### config.mk
export PLATFORM = sky130hd
export DESIGN_NAME = vga_tile_renderer
export DESIGN_NICKNAME = d
export VERILOG_FILES = /design/src/rtl/vga_tile_renderer.sv
export SDC_FILE = /design/constraint.sdc
export NUM_CORES = 1
export LEC_CHECK = 0
export ABC_AREA = 0
export BUFFER_PORTS_ARGS = -buffer_cell sky130_fd_sc_hd__buf_4
export CAP_MARGIN = 20
export CORE_ASPECT_RATIO = 1.1
export CORE_UTILIZATION = 40
export DETAILED_ROUTE_END_ITERATION = 10
export GPL_TIMING_DRIVEN = 0
export SLEW_MARGIN = 20
export SYNTH_ARGS = -nofsm -noshare
export SYNTH_HDL_FRONTEND = slang
export SYNTH_SLANG_ARGS = --single-unit
### constraint.sdc
create_clock -name iVGA_CLK -period 4.1 [get_ports iVGA_CLK]
set_clock_uncertainty 0.2 [all_clocks]
set_input_delay 0 -clock iVGA_CLK [delete_from_list [all_inputs] [get_ports iVGA_CLK]]
set_output_delay 0 -clock iVGA_CLK [all_outputs]
set_load 0.05 [all_outputs]
### src/rtl/vga_tile_renderer.sv
// Tile-board VGA renderer: sync generation, board RAM scan, colour map.
// Define RENDER_GRID_EN to draw a grid line on each tile's first row/column.
module vga_tile_renderer #(
  parameter int H_ACTIVE = 640,
  parameter int H_FP     = 16,
  parameter int H_SYNC   = 96,
  parameter int H_BP     = 48,
  parameter int V_ACTIVE = 480,
  parameter int V_FP     = 10,
  parameter int V_SYNC   = 2,
  parameter int V_BP     = 33,
  parameter int TILE_PX  = 12,
  parameter int COLS     = 40,
  parameter int ROWS     = 40,
  parameter int CELL_W   = 2,
  parameter int ADDR_W   = 11
) (
  input  logic              iVGA_CLK,
  input  logic              iRST,
  output logic [ADDR_W-1:0] oBoardAddr,
  input  logic [CELL_W-1:0] iBoardData,
  output logic              oHS,
  output logic              oVS,
  output logic              oBLANK_n,
  output logic [7:0]        r_data,
  output logic [7:0]        g_data,
  output logic [7:0]        b_data,
  output logic              oFrameStart
);

  localparam int H_TOTAL = H_ACTIVE + H_FP + H_SYNC + H_BP;
  localparam int V_TOTAL = V_ACTIVE + V_FP + V_SYNC + V_BP;
  localparam int HW = $clog2(H_TOTAL);
  localparam int VW = $clog2(V_TOTAL);
  localparam int XW = (TILE_PX > 1) ? $clog2(TILE_PX) : 1;
  localparam int TW = $clog2(COLS + 1);
  localparam int RW = $clog2(ROWS + 1);

  localparam logic [HW-1:0] H_LAST = HW'(H_TOTAL - 1);
  localparam logic [HW-1:0] H_VIS  = HW'(H_ACTIVE);
  localparam logic [HW-1:0] H_SS   = HW'(H_ACTIVE + H_FP);
  localparam logic [HW-1:0] H_SE   = HW'(H_ACTIVE + H_FP + H_SYNC);
  localparam logic [HW-1:0] BRD_W  = HW'(COLS * TILE_PX);
  localparam logic [VW-1:0] V_LAST = VW'(V_TOTAL - 1);
  localparam logic [VW-1:0] V_VIS  = VW'(V_ACTIVE);
  localparam logic [VW-1:0] V_SS   = VW'(V_ACTIVE + V_FP);
  localparam logic [VW-1:0] V_SE   = VW'(V_ACTIVE + V_FP + V_SYNC);
  localparam logic [VW-1:0] BRD_H  = VW'(ROWS * TILE_PX);
  localparam logic [XW-1:0] PX_LAST = XW'(TILE_PX - 1);
  localparam logic [ADDR_W-1:0] COLS_A = ADDR_W'(COLS);

  typedef struct packed {
    logic hs;
    logic vs;
    logic vis;
    logic brd;
    logic bdr;
    logic grid;
    logic frm;
  } flags_t;

  localparam flags_t IDLE = '{hs: 1'b1, vs: 1'b1, default: 1'b0};

  logic [HW-1:0]     hc;
  logic [VW-1:0]     vc;
  logic [XW-1:0]     pxX;
  logic [XW-1:0]     pxY;
  logic [TW-1:0]     tileCol;
  logic [RW-1:0]     tileRow;
  logic [ADDR_W-1:0] rowBase;
  flags_t            f0, s1, s2;
  logic [23:0]       rgb;
  logic              lineEnd, frameEnd, inBoardH, inBoardV;

  assign lineEnd  = (hc == H_LAST);
  assign frameEnd = lineEnd && (vc == V_LAST);
  assign inBoardH = (hc < BRD_W);
  assign inBoardV = (vc < BRD_H);

  // Stage 0: raster counters plus incremental tile position.
  always_ff @(posedge iVGA_CLK) begin
    if (iRST) begin
      hc      <= '0;
      vc      <= '0;
      pxX     <= '0;
      pxY     <= '0;
      tileCol <= '0;
      tileRow <= '0;
      rowBase <= '0;
    end else if (lineEnd) begin
      hc      <= '0;
      pxX     <= '0;
      tileCol <= '0;
      if (frameEnd) begin
        vc      <= '0;
        pxY     <= '0;
        tileRow <= '0;
        rowBase <= '0;
      end else begin
        vc <= vc + 1'b1;
        if (inBoardV) begin
          if (pxY == PX_LAST) begin
            pxY     <= '0;
            tileRow <= tileRow + 1'b1;
            rowBase <= rowBase + COLS_A;
          end else begin
            pxY <= pxY + 1'b1;
          end
        end
      end
    end else begin
      hc <= hc + 1'b1;
      if (inBoardH) begin
        if (pxX == PX_LAST) begin
          pxX     <= '0;
          tileCol <= tileCol + 1'b1;
        end else begin
          pxX <= pxX + 1'b1;
        end
      end
    end
  end

  // Stage 0 decode of sync, blank, region and frame-start flags.
  always_comb begin
    f0     = IDLE;
    f0.hs  = !((hc >= H_SS) && (hc < H_SE));
    f0.vs  = !((vc >= V_SS) && (vc < V_SE));
    f0.vis = (hc < H_VIS) && (vc < V_VIS);
    f0.brd = inBoardH && inBoardV;
    f0.bdr = (hc == BRD_W) && inBoardV;
`ifdef RENDER_GRID_EN
    f0.grid = (pxX == '0) || (pxY == '0);
`else
    f0.grid = 1'b0;
`endif
    f0.frm = (hc == '0) && (vc == V_VIS);
  end

  // Stages 1-2: issue the board read and carry flags alongside it.
  always_ff @(posedge iVGA_CLK) begin
    if (iRST) begin
      oBoardAddr <= '0;
      s1         <= IDLE;
      s2         <= IDLE;
    end else begin
      if (f0.brd) oBoardAddr <= rowBase + ADDR_W'(tileCol);
      s1 <= f0;
      s2 <= s1;
    end
  end

  // Colour select from the cell value arriving with stage 2.
  always_comb begin
    rgb = 24'h000000;
    if (!s2.vis)       rgb = 24'h000000;
    else if (s2.bdr)   rgb = 24'hFFFFFF;
    else if (!s2.brd)  rgb = 24'h404040;
    else if (s2.grid)  rgb = 24'h202020;
    else begin
      case (iBoardData)
        CELL_W'(0): rgb = 24'h000000;
        CELL_W'(1): rgb = 24'h00FF00;
        CELL_W'(2): rgb = 24'h0000FF;
        CELL_W'(3): rgb = 24'hFF0000;
        default:    rgb = 24'hFF00FF;
      endcase
    end
  end

  // Stage 3: output registers.
  always_ff @(posedge iVGA_CLK) begin
    if (iRST) begin
      oHS         <= 1'b1;
      oVS         <= 1'b1;
      oBLANK_n    <= 1'b0;
      oFrameStart <= 1'b0;
      r_data      <= '0;
      g_data      <= '0;
      b_data      <= '0;
    end else begin
      oHS         <= s2.hs;
      oVS         <= s2.vs;
      oBLANK_n    <= s2.vis;
      oFrameStart <= s2.frm;
      {r_data, g_data, b_data} <= rgb;
    end
  end

endmodule
Word-level counts from Yosys, hierarchy flattened:

Cells that the tools add are included.

* register bits: 98
* word-level logic and storage cells: 82

* add/subtract/negate cells: 7
* magnitude comparators: 7
* equal/unequal tests: 9
* mux-type cells: 12
* bitwise logic cells: 1
* reductions and logical operators: 18

Operators by type and width (count)
* $pmux 24 s4: 1
* $mux 24: 3
* $mux 11: 3
* $lt 10x9->1 const B: 3
* $add 10x1->10 const B: 2
* $eq 10x10->1 const B: 2
* $eq 10x9->1 const B: 2
* $lt 10x10->1 const B: 2
* $mux 4: 4
* $add 11x6->11: 1
* $add 11x6->11 const B: 1
* $ge 10x10->1 const B: 1
* $ge 10x9->1 const B: 1
* $logic_not 10->1: 1
* $mux 10: 1
* $add 4x1->4 const B: 2
* $eq 4x4->1 const B: 2
* $logic_and 1x1->1: 7
* $add 6x1->6 const B: 1
* $eq 2x2->1 const B: 2
* $reduce_and 2->1: 2
* $reduce_bool 2->1: 2
* $reduce_or 2->1: 2
* $reduce_and 3->1: 1
* other kinds (4): 5

Depth between registers and ports, before layout:

Gate-level depths: netlist of the first run.

* depth after elaboration: 5
* gate-level depth with buffers: 8

Worst setup path after synthesis of the first run:

Ideal clock, no wire load.

* kind: reg-to-reg
* start point: register hc[0]
* end point: register pxY[0]
* setup time: 0.070 ns
* data arrival time: 1.726 ns
* required time: 3.830 ns
* slack: 2.104 ns
* cell stages (with the launch flop): 7
* cells stage by stage: dfxtp_1 > ha_1 > and4_4 > nand4_1 > or3_1 > or4_1 > a21oi_1

* cells in the longest elaborated chain, start to end: 4
* elaborated cells between the ends (all ways): 5
* classes of those cells: 1 x eq/ne; 1 x mux; 3 x reduce/logical

RTL lines
* from (decl): RTL line 64 `logic [HW-1:0] hc;`
* from (signal assigned): RTL line 112 `hc <= hc + 1'b1;`
* $eq 10x10->1 (*): RTL line 75 `assign lineEnd = (hc == H_LAST);`
* $logic_and 1x1->1: RTL line 76 `assign frameEnd = lineEnd && (vc == V_LAST);`
* $reduce_bool 2->1 (no source line)
* $reduce_and 2->1 (no source line)
* to (signal assigned): RTL line 107 `pxY <= pxY + 1'b1;`
* to (decl): RTL line 67 `logic [XW-1:0] pxY;`

Mark *: on every way between the ends. The rest lies on a longest branch, timed or not.
A chain may end at the register's enable or synchronous reset.

Worst setup path in the final report of the first run:

* start point: register hc[0]
* end point: register hc[8]

* cells in the longest elaborated chain, start to end: 2
* elaborated cells between the ends (all ways): 3
* classes of those cells: 1 x add/sub; 1 x eq/ne; 1 x reduce/logical

RTL lines
* branches (longest 2 deep; another with $add 10x1->10)

Parallel ways; which one is timed is not known.

==> impl_results.md, run 1 <==
- Setup violators final: 0
- Crit end category: flip-flop
- Nets: about 460
- Final Worst Setup Slack: 1780 ps
- Netlist cell types: between 40 and 50
- Syn Std Cell Area: approximately 3400 sq um
- Average wire per standard cell: about 12 microns
- FF-to-FF Start: hc[0]
- Initial antenna violation count: 0
- Max-Cap Viols: 0
- H-Tree Depth: 3
- WHS: 215 ps
- CP required: a little over 4000 ps
- Yosys reg bits: 75
- Top post-synthesis cells by area: dfxtp_1 (45%), nor2_1 (6.1%), xor2_1 (5.5%), buf_4 (4.5%), ha_1 (4.5%)
- Worst skew pair latency: 340 ps
- Drt first pass iters: 4
- Layout cells sized above 1: between 20% and 30%
- Max Slew Vio Count: 0
- Fin crit share: a little under three fifths
- Post-CTS sizing: 0
- Final core occ: 50.4%
- Async SR Flop Fraction: 0%
- Most common cell after layout, fill and taps aside: dfxtp_1
- Max clock buf depth: 2
- Antenna Cells: 0
- Initial Util: 41.8%
- Hold Path Stages: 1
- Fillers: 781
- FMAX: between 400 and 500 MHz
- Synth Warn #: 0
- DRT iter0 DRCs: 92
- First-pass GRT wire length: roughly 11 mm
- Net Count, Synth: 398
- GRT overflow: 0
- Largest net degree at the start of global routing: 13
- Via count: around 2600
- CP cell instances: ha_1 -> and4_4 -> and3_2 -> or2_2 -> clkbuf_1 -> clkbuf_1 -> nor2_1
- Status: complete, no violations
- Synth Instances: 382
- Final HPWL DP: approximately 4.7 mm
- Root buffer cell: clkbuf_8
- Post-DRT Antenna Nets: 0
- Vias per Instance: 4.78
- WS Path Type: reg -> reg
- Post-synth EDFFs: 0
- R2R depth: 7
- R2R setup slack: ~1800 ps
- Area Growth Syn to Fin: 20.6%
- Die area: 8770 sq um
- Post-synth top area share: between 40 and 50%
- CP max-delay cell: clkbuf_1
- WP data arrival: 2340 ps
- Detailed Route WL: 6.62 mm
- Min Tclk post-route: between 2000 and 2500 ps
- Final Power: 1320 uW
- Most Frequent Cell on Critical Path: clkbuf_1
- Final weighted congestion in routability-driven placement: 0.778
- PortBufs: 42
- Drt drc: 0
- Die Ht: 98.1 microns
- Sequential area share after synthesis: 44.7%
- Hold path endpoint: oHS
- Site Rows: 34
- Measured slew at the worst slew-check pin: 667 ps
- Cts bufs inserted: 9
- Critical path launch point type: flip-flop
- Setup WS pre-CTS: 1730 ps
- Post-CTS Repair Setup Buffers: 0
- Final hold vios: 0
- Critical path's top delay family: buffers and inverters
- Ys flop type: dfxtp_1
- Vias in the first global route: 2364
- Post-Route Setup TNS: 0 ps
- Die Wd: between 80 and 90 microns
- CP Buf/Inv Count: 2
- Most frequent cells in the layout: dfxtp_1 (75), buf_4 (62), nor2_1 (55)
- Min-delay src: s2[6]
- CP max FO: 10
- RSZ-0062 raised after global routing: false
- Hold Path Class: reg -> reg
- Core Area: between 8000 and 9000 sq um
- Reg2reg end: hc[8]
- Worst vdd ir: 0.129 mV
- Leading area contributor after synthesis: dfxtp_1
- Sink Count: 75
- CTS tree: yes
- Slew headroom: 55.6%
- Crit-path max cell delay: 430 ps
- Syn_area_per_cell: ~8.8 sq um
- GRT Resource Usage Total: ~17%
- CTS clk-pin slew, worst paths: 70 ps
- I/O pins: 43
- P_leak: 0.00171 uW
- Power Density: 326 nW/um^2
## metal layers
| layer | vias to the layer above | routed length (microns) | track usage (%) |
|---|---|---|---|
| met3 | 8 | 369 | 3.89 |
| met2 | 61 | 3010 | 26.0 |
| met5 | - | 0 | 0 |
| li1 | 1390 | - | - |
| met1 | 1189 | 3130 | 22.0 |
| met4 | 0 | 107 | 8.42 |
## state kept, by name (all words and copies together), names as in the netlist
signal,flops
pxY,4
oVS,1
b_data,2
s2,6
hc,10
oBoardAddr,11
oBLANK_n,1
tileCol,6
r_data,2
oFrameStart,1
pxX,4
s1,6
rowBase,8
g_data,2
oHS,1
vc,10
## worst register-to-register path, delay by kind of cell (launching register included)
family	cells	cell delay, ps
simple gates	4	680
fa+ha+maj	1	220
buf+inv	2	710
flops	1	390
## worst max-delay path by stage
| stage | startpoint | end | slack [ps] | depth (start not counted) |
|---|---|---|---|---|
| floorplan | hc[0] | pxY[0] | 2100 | 6 |
| global placement | hc[0] | hc[7] | 1730 | 7 |
| detailed placement | hc[0] | hc[9] | 1730 | 7 |
| CTS | hc[0] | hc[8] | 1730 | 7 |
| global route | hc[0] | hc[8] | 1590 | 7 |
| finish | hc[0] | hc[8] | 1780 | 7 |
## final cells by class
| type | instances | area (sq um) | area share [%] |
|---|---|---|---|
| plain buffers | 37 | 226 | 5.59 |
| clock buffers | 12 | 155 | 3.83 |
| clock inverters | 4 | 25.0 | 0.618 |
| inverters | 10 | 37.5 | 0.927 |
| multi-input cells | 260 | 1590 | 39.4 |
| flip-flops and latches | 75 | 1500 | 37.1 |
| well taps | 108 | 135 | 3.34 |
| repair buffers | 48 | 375 | 9.27 |
## power breakdown
| group | switching (uW) | total (uW) | leakage [uW] | internal, uW |
|---|---|---|---|---|
| logic | 35.0 | 56.3 | 0.00101 | 21.3 |
| clock network | 270 | 520 | 0.0000884 | 251 |
| registers | 6.44 | 743 | 0.000607 | 737 |
| total | 311 | 1320 | 0.00171 | 1010 |
## repair_timing
action,CTS,global route
endpoints found under the setup margin,0,0
hold buffers,6,0
endpoints found under the hold margin,13,0
## kinds of logic (layout without fill, tap and decap cells)
family | after synthesis | after routing | synth area share, %
AND/OR/NAND/NOR | 166 | 166 | 25.1
flip-flops | 75 | 75 | 44.7
buffers and inverters | 47 | 111 | 7.86
AO/OA/AOI/OAI | 45 | 45 | 8.16
XOR/XNOR | 34 | 34 | 8.86
adder cells (fa/ha/maj) | 12 | 12 | 4.47
multiplexers | 3 | 3 | 0.894
## per-stage QoR
step                      instance area (sq um)  cells
final                                      4050    554
after CTS                                  4050    554
after global routing                       4050    554
after floorplan                            3360    382
after detailed placement                   3810    532
after global placement                     3810    532
## synth_stat cells (4+ instances only)
cell type and instances:
a21oi_1 21, nor2b_1 10, nand3_1 9, xnor2_1 13, or3_1 7, ha_1 12
clkbuf_1 7, xor2_1 21, dfxtp_1 75, or2_2 5, nand2_1 31, nor3_1 7
buf_4 20, inv_1 10, nor2_1 55, o21ai_0 7, buf_2 10, a211oi_1 5
nand4_1 13, and3_1 7, a31oi_1 4
No activity file was read; power rests on OpenSTA's default activity.
==> run 2, diff against run 1 <==
- ABC_AREA: 0 -> 1
- clock period: 4.1 -> 2 ns (I/O delays scaled with it)
==> run 2 against run 1 <==
Effect of this change: design area rose by 7.4%; maximum frequency rose by 25%; die area rose by 7.1%; clock power rose by 110%; largest power group unchanged; combinational power rose by 130%; critical path depth rose by 3; register-to-register slack got worse by 1600 ps; hold slack got worse by 13 ps.
==> impl_results.md, run 2 <==
- Crit-path max cell delay: 360 ps
- Synth Warn #: 0
- Largest family of logic cells by synthesized area: simple AND/OR/NAND/NOR gates
- Most frequent cells in the layout: nand2_1 (88), dfxtp_1 (72), inv_1 (67)
- I/O pins: 43
- Die Wd: between 90 and 100 microns
- Initial Util: 42.2%
- CP max FO: 10
- Async SR Flop Fraction: 0%
- Top post-synthesis cells by area: dfxtp_1 (42%), nand2_1 (9.4%), inv_1 (7.1%), a21oi_1 (5.3%), nor2_1 (5.1%)
- Final hold vios: 0
- GRT overflow: 0
- Yosys reg bits: 75
- Hold Path Class: reg -> reg
- Power Density: 634 nW/um^2
- Worst vdd ir: 0.347 mV
- Top-count cell post-synth: nand2_1
- CP cell instances: inv_2 -> ha_2 -> nand3_1 -> nor2_2 -> nand2_2 -> nand2_2 -> nand2_2 -> buf_4 -> o21ai_1 -> a21oi_1
- Post-synthesis mux area share: 0%
- Most flop-heavy register: oBoardAddr
- Leading area contributor after synthesis: dfxtp_1
- Die area: 9390 sq um
- Final Power: ~2800 uW
- Combinational Power Share: 4.8%
- Fin crit share: ~93%
- Detailed Route WL: 7.65 mm
- Sequential area share after synthesis: 41.7%
- Cts bufs inserted: 9
- Drt first pass iters: 4
- WS Path Type: reg -> reg
- Via count: 3145
- Synth Area in Simple Gates: 29.4%
- Worst setup path start: vc[0]
- Final HPWL DP: ~5.5 mm
- Max clock buf depth: 2
- Min Tclk post-route: 1850 ps
- Most common cell after layout, fill and taps aside: nand2_1
- Net Count, Synth: 498
- Drt drc: 0
- CP required: between 2000 and 2500 ps
- Synth Area in Compound Gates: around 11%
- Site Rows: 35
- Max-Cap Viols: 0
- Worst skew pair latency: 350 ps
- Critical Path End: rowBase[3]
- PortBufs: 41
- Vias in the first global route: 3047
- Core Area: 8540 sq um
- Status: complete, no violations
- Setup violators final: 0
- Measured slew at the worst slew-check pin: between 400 and 500 ps
- Post-Route Setup TNS: 0 ps
- Sink Count: 75
- Syn Std Cell Area: between 3000 and 4000 sq um
- Most Frequent Cell on Critical Path: nand2_2
- R2R setup slack: 150 ps
- P_leak: about 0.0020 uW
- Slew headroom: 67.3%
- Max Slew Vio Count: 0
- Reg2reg end: rowBase[3]
- WP data arrival: 1890 ps
- Post-synth top area share: 41.7%
- Critical path launch point type: flip-flop
- Max reg flops: 11
- XOR/XNOR Fraction of Synth Area: 1.70%
- Root buffer cell: clkbuf_8
- Cell area after layout: 4350 sq um
- Antenna Cells: 0
- RSZ-0062 raised after global routing: false
- Post-DRT Antenna Nets: 0
- Top cells by count, synth: nand2_1 (90), dfxtp_1 (75), inv_1 (68)
- Post-Synth Adder-Cell Area: 4.17%
- Area Growth Syn to Fin: 20.7%
- Ys flop type: dfxtp_1
- CTS tree: yes
- First-pass GRT wire length: 13.0 mm
- FMAX: 539 MHz
- Die Ht: 102 microns
- Internal Pwr Total: 2150 uW
- Average wire per standard cell: approximately 12 microns
- DRT iter0 DRCs: 65
- Nets: about 560
- CP max-delay cell: dfxtp_2
- Syn_area_per_cell: 7.47 sq um
- Vias per Instance: about 4.8
- Top Registers: oBoardAddr (11), hc (10), vc (10)
- CTS clk-pin slew, worst paths: roughly 70 ps
- Largest net degree at the start of global routing: 12
- Layout cells sized above 1: 21.8%
- Clock network fraction of total power: roughly 40%
- Crit end category: flip-flop
- Final weighted congestion in routability-driven placement: 0.805
- Netlist cell types: 38
- Post-synth EDFFs: 0
- FF-to-FF Start: vc[0]
- CP Buf/Inv Count: 2
- R2R depth: 10
- Final core occ: 50.9%
- Reg power frac: 55.2%
- DP Area: ~4000 sq um
- Net load switching power: 608 uW
- GRT Resource Usage Total: 17.5%
- WHS: between 200 and 250 ps
- H-Tree Depth: 3
- Critical path's top delay family: simple AND/OR/NAND/NOR gates
- Initial antenna violation count: 0
- Crit path depth: 10
- Sw Ratio: 22.0%
- Synth Instances: 482
-- run 2: changes by cell type after synthesis, sizes merged, moves of 10 or more --
cell	before	now
a21oi	21	38
xor2	21	5
inv	10	72
o21ai	7	32
nand2	31	96
xnor2	13	2
nor2b	10	0
nand3	9	29
-- run 2: per-layer routing --
metal | global-route usage (%) | routed length, microns
met2 | 31.2 | 3750
met1 | 19.2 | 3430
met3 | 3.90 | 293
met4 | 9.74 | 174
met5 | 0 | 0
-- run 2: kinds of logic (layout without fill, tap and decap cells) --
| kind of cell | after synthesis | in the layout |
|---|---|---|
| buf+inv | 96 | 159 |
| fa+ha+maj | 12 | 12 |
| flops | 75 | 75 |
| compound gates | 75 | 75 |
| simple gates | 217 | 218 |
| xor+xnor | 7 | 7 |
-- run 2: power groups by stage --
stage               combinational, uW  sequential [uW]  clock (uW)
floorplan                        76.7             1570           0
global placement                  120             1560           0
detailed placement                124             1560           0
CTS                               131             1520        1150
global route                      149             1520        1200
finish                            131             1520        1100
-- run 2: worst reg2reg max path, cell delays in order, from the launching register on --
cell	delay (ps)
dfxtp_2	360
inv_2	80
ha_2	190
nand3_1	110
nor2_2	180
nand2_2	110
nand2_2	90
nand2_2	100
buf_4	190
o21ai_1	90
a21oi_1	60
-- run 2: worst min path at each step --
stage	from	to	slack (ps)	depth (start not counted)
floorplan	iBoardData[0]	r_data[6]	-60	2
global placement	iBoardData[0]	r_data[6]	100	3
detailed placement	iBoardData[1]	b_data[6]	100	3
CTS	s1[3]	s2[3]	210	2
global route	s1[6]	s2[6]	210	1
finish	s1[4]	s2[4]	200	2
-- run 2: area by class of cell --
type                    instances  area, sq um
plain buffers                  24          170
clock buffers                  11          141
clock inverters                 3         40.0
fillers                       850         4190
inverters                      72          270
multi-input cells             312         1700
flip-flops and latches         75         1510
well taps                     111          139
repair buffers                 49          378
-- run 2: stage by stage --
step	instances	setup WS, ps
2_1_floorplan	482	319
3_3_place_gp	634	100
3_5_place_dp	634	53.9
4_1_cts	652	28.9
5_1_grt	657	5.36
6_report	657	146
-- run 2: repair_timing --
item | 4_1_cts | 5_1_grt
gates resized for setup | 0 | 12
hold endpoints to repair | 12 | 0
setup endpoints to repair | 0 | 15
buffers inserted | 0 | 4
hold buffers | 4 | 0
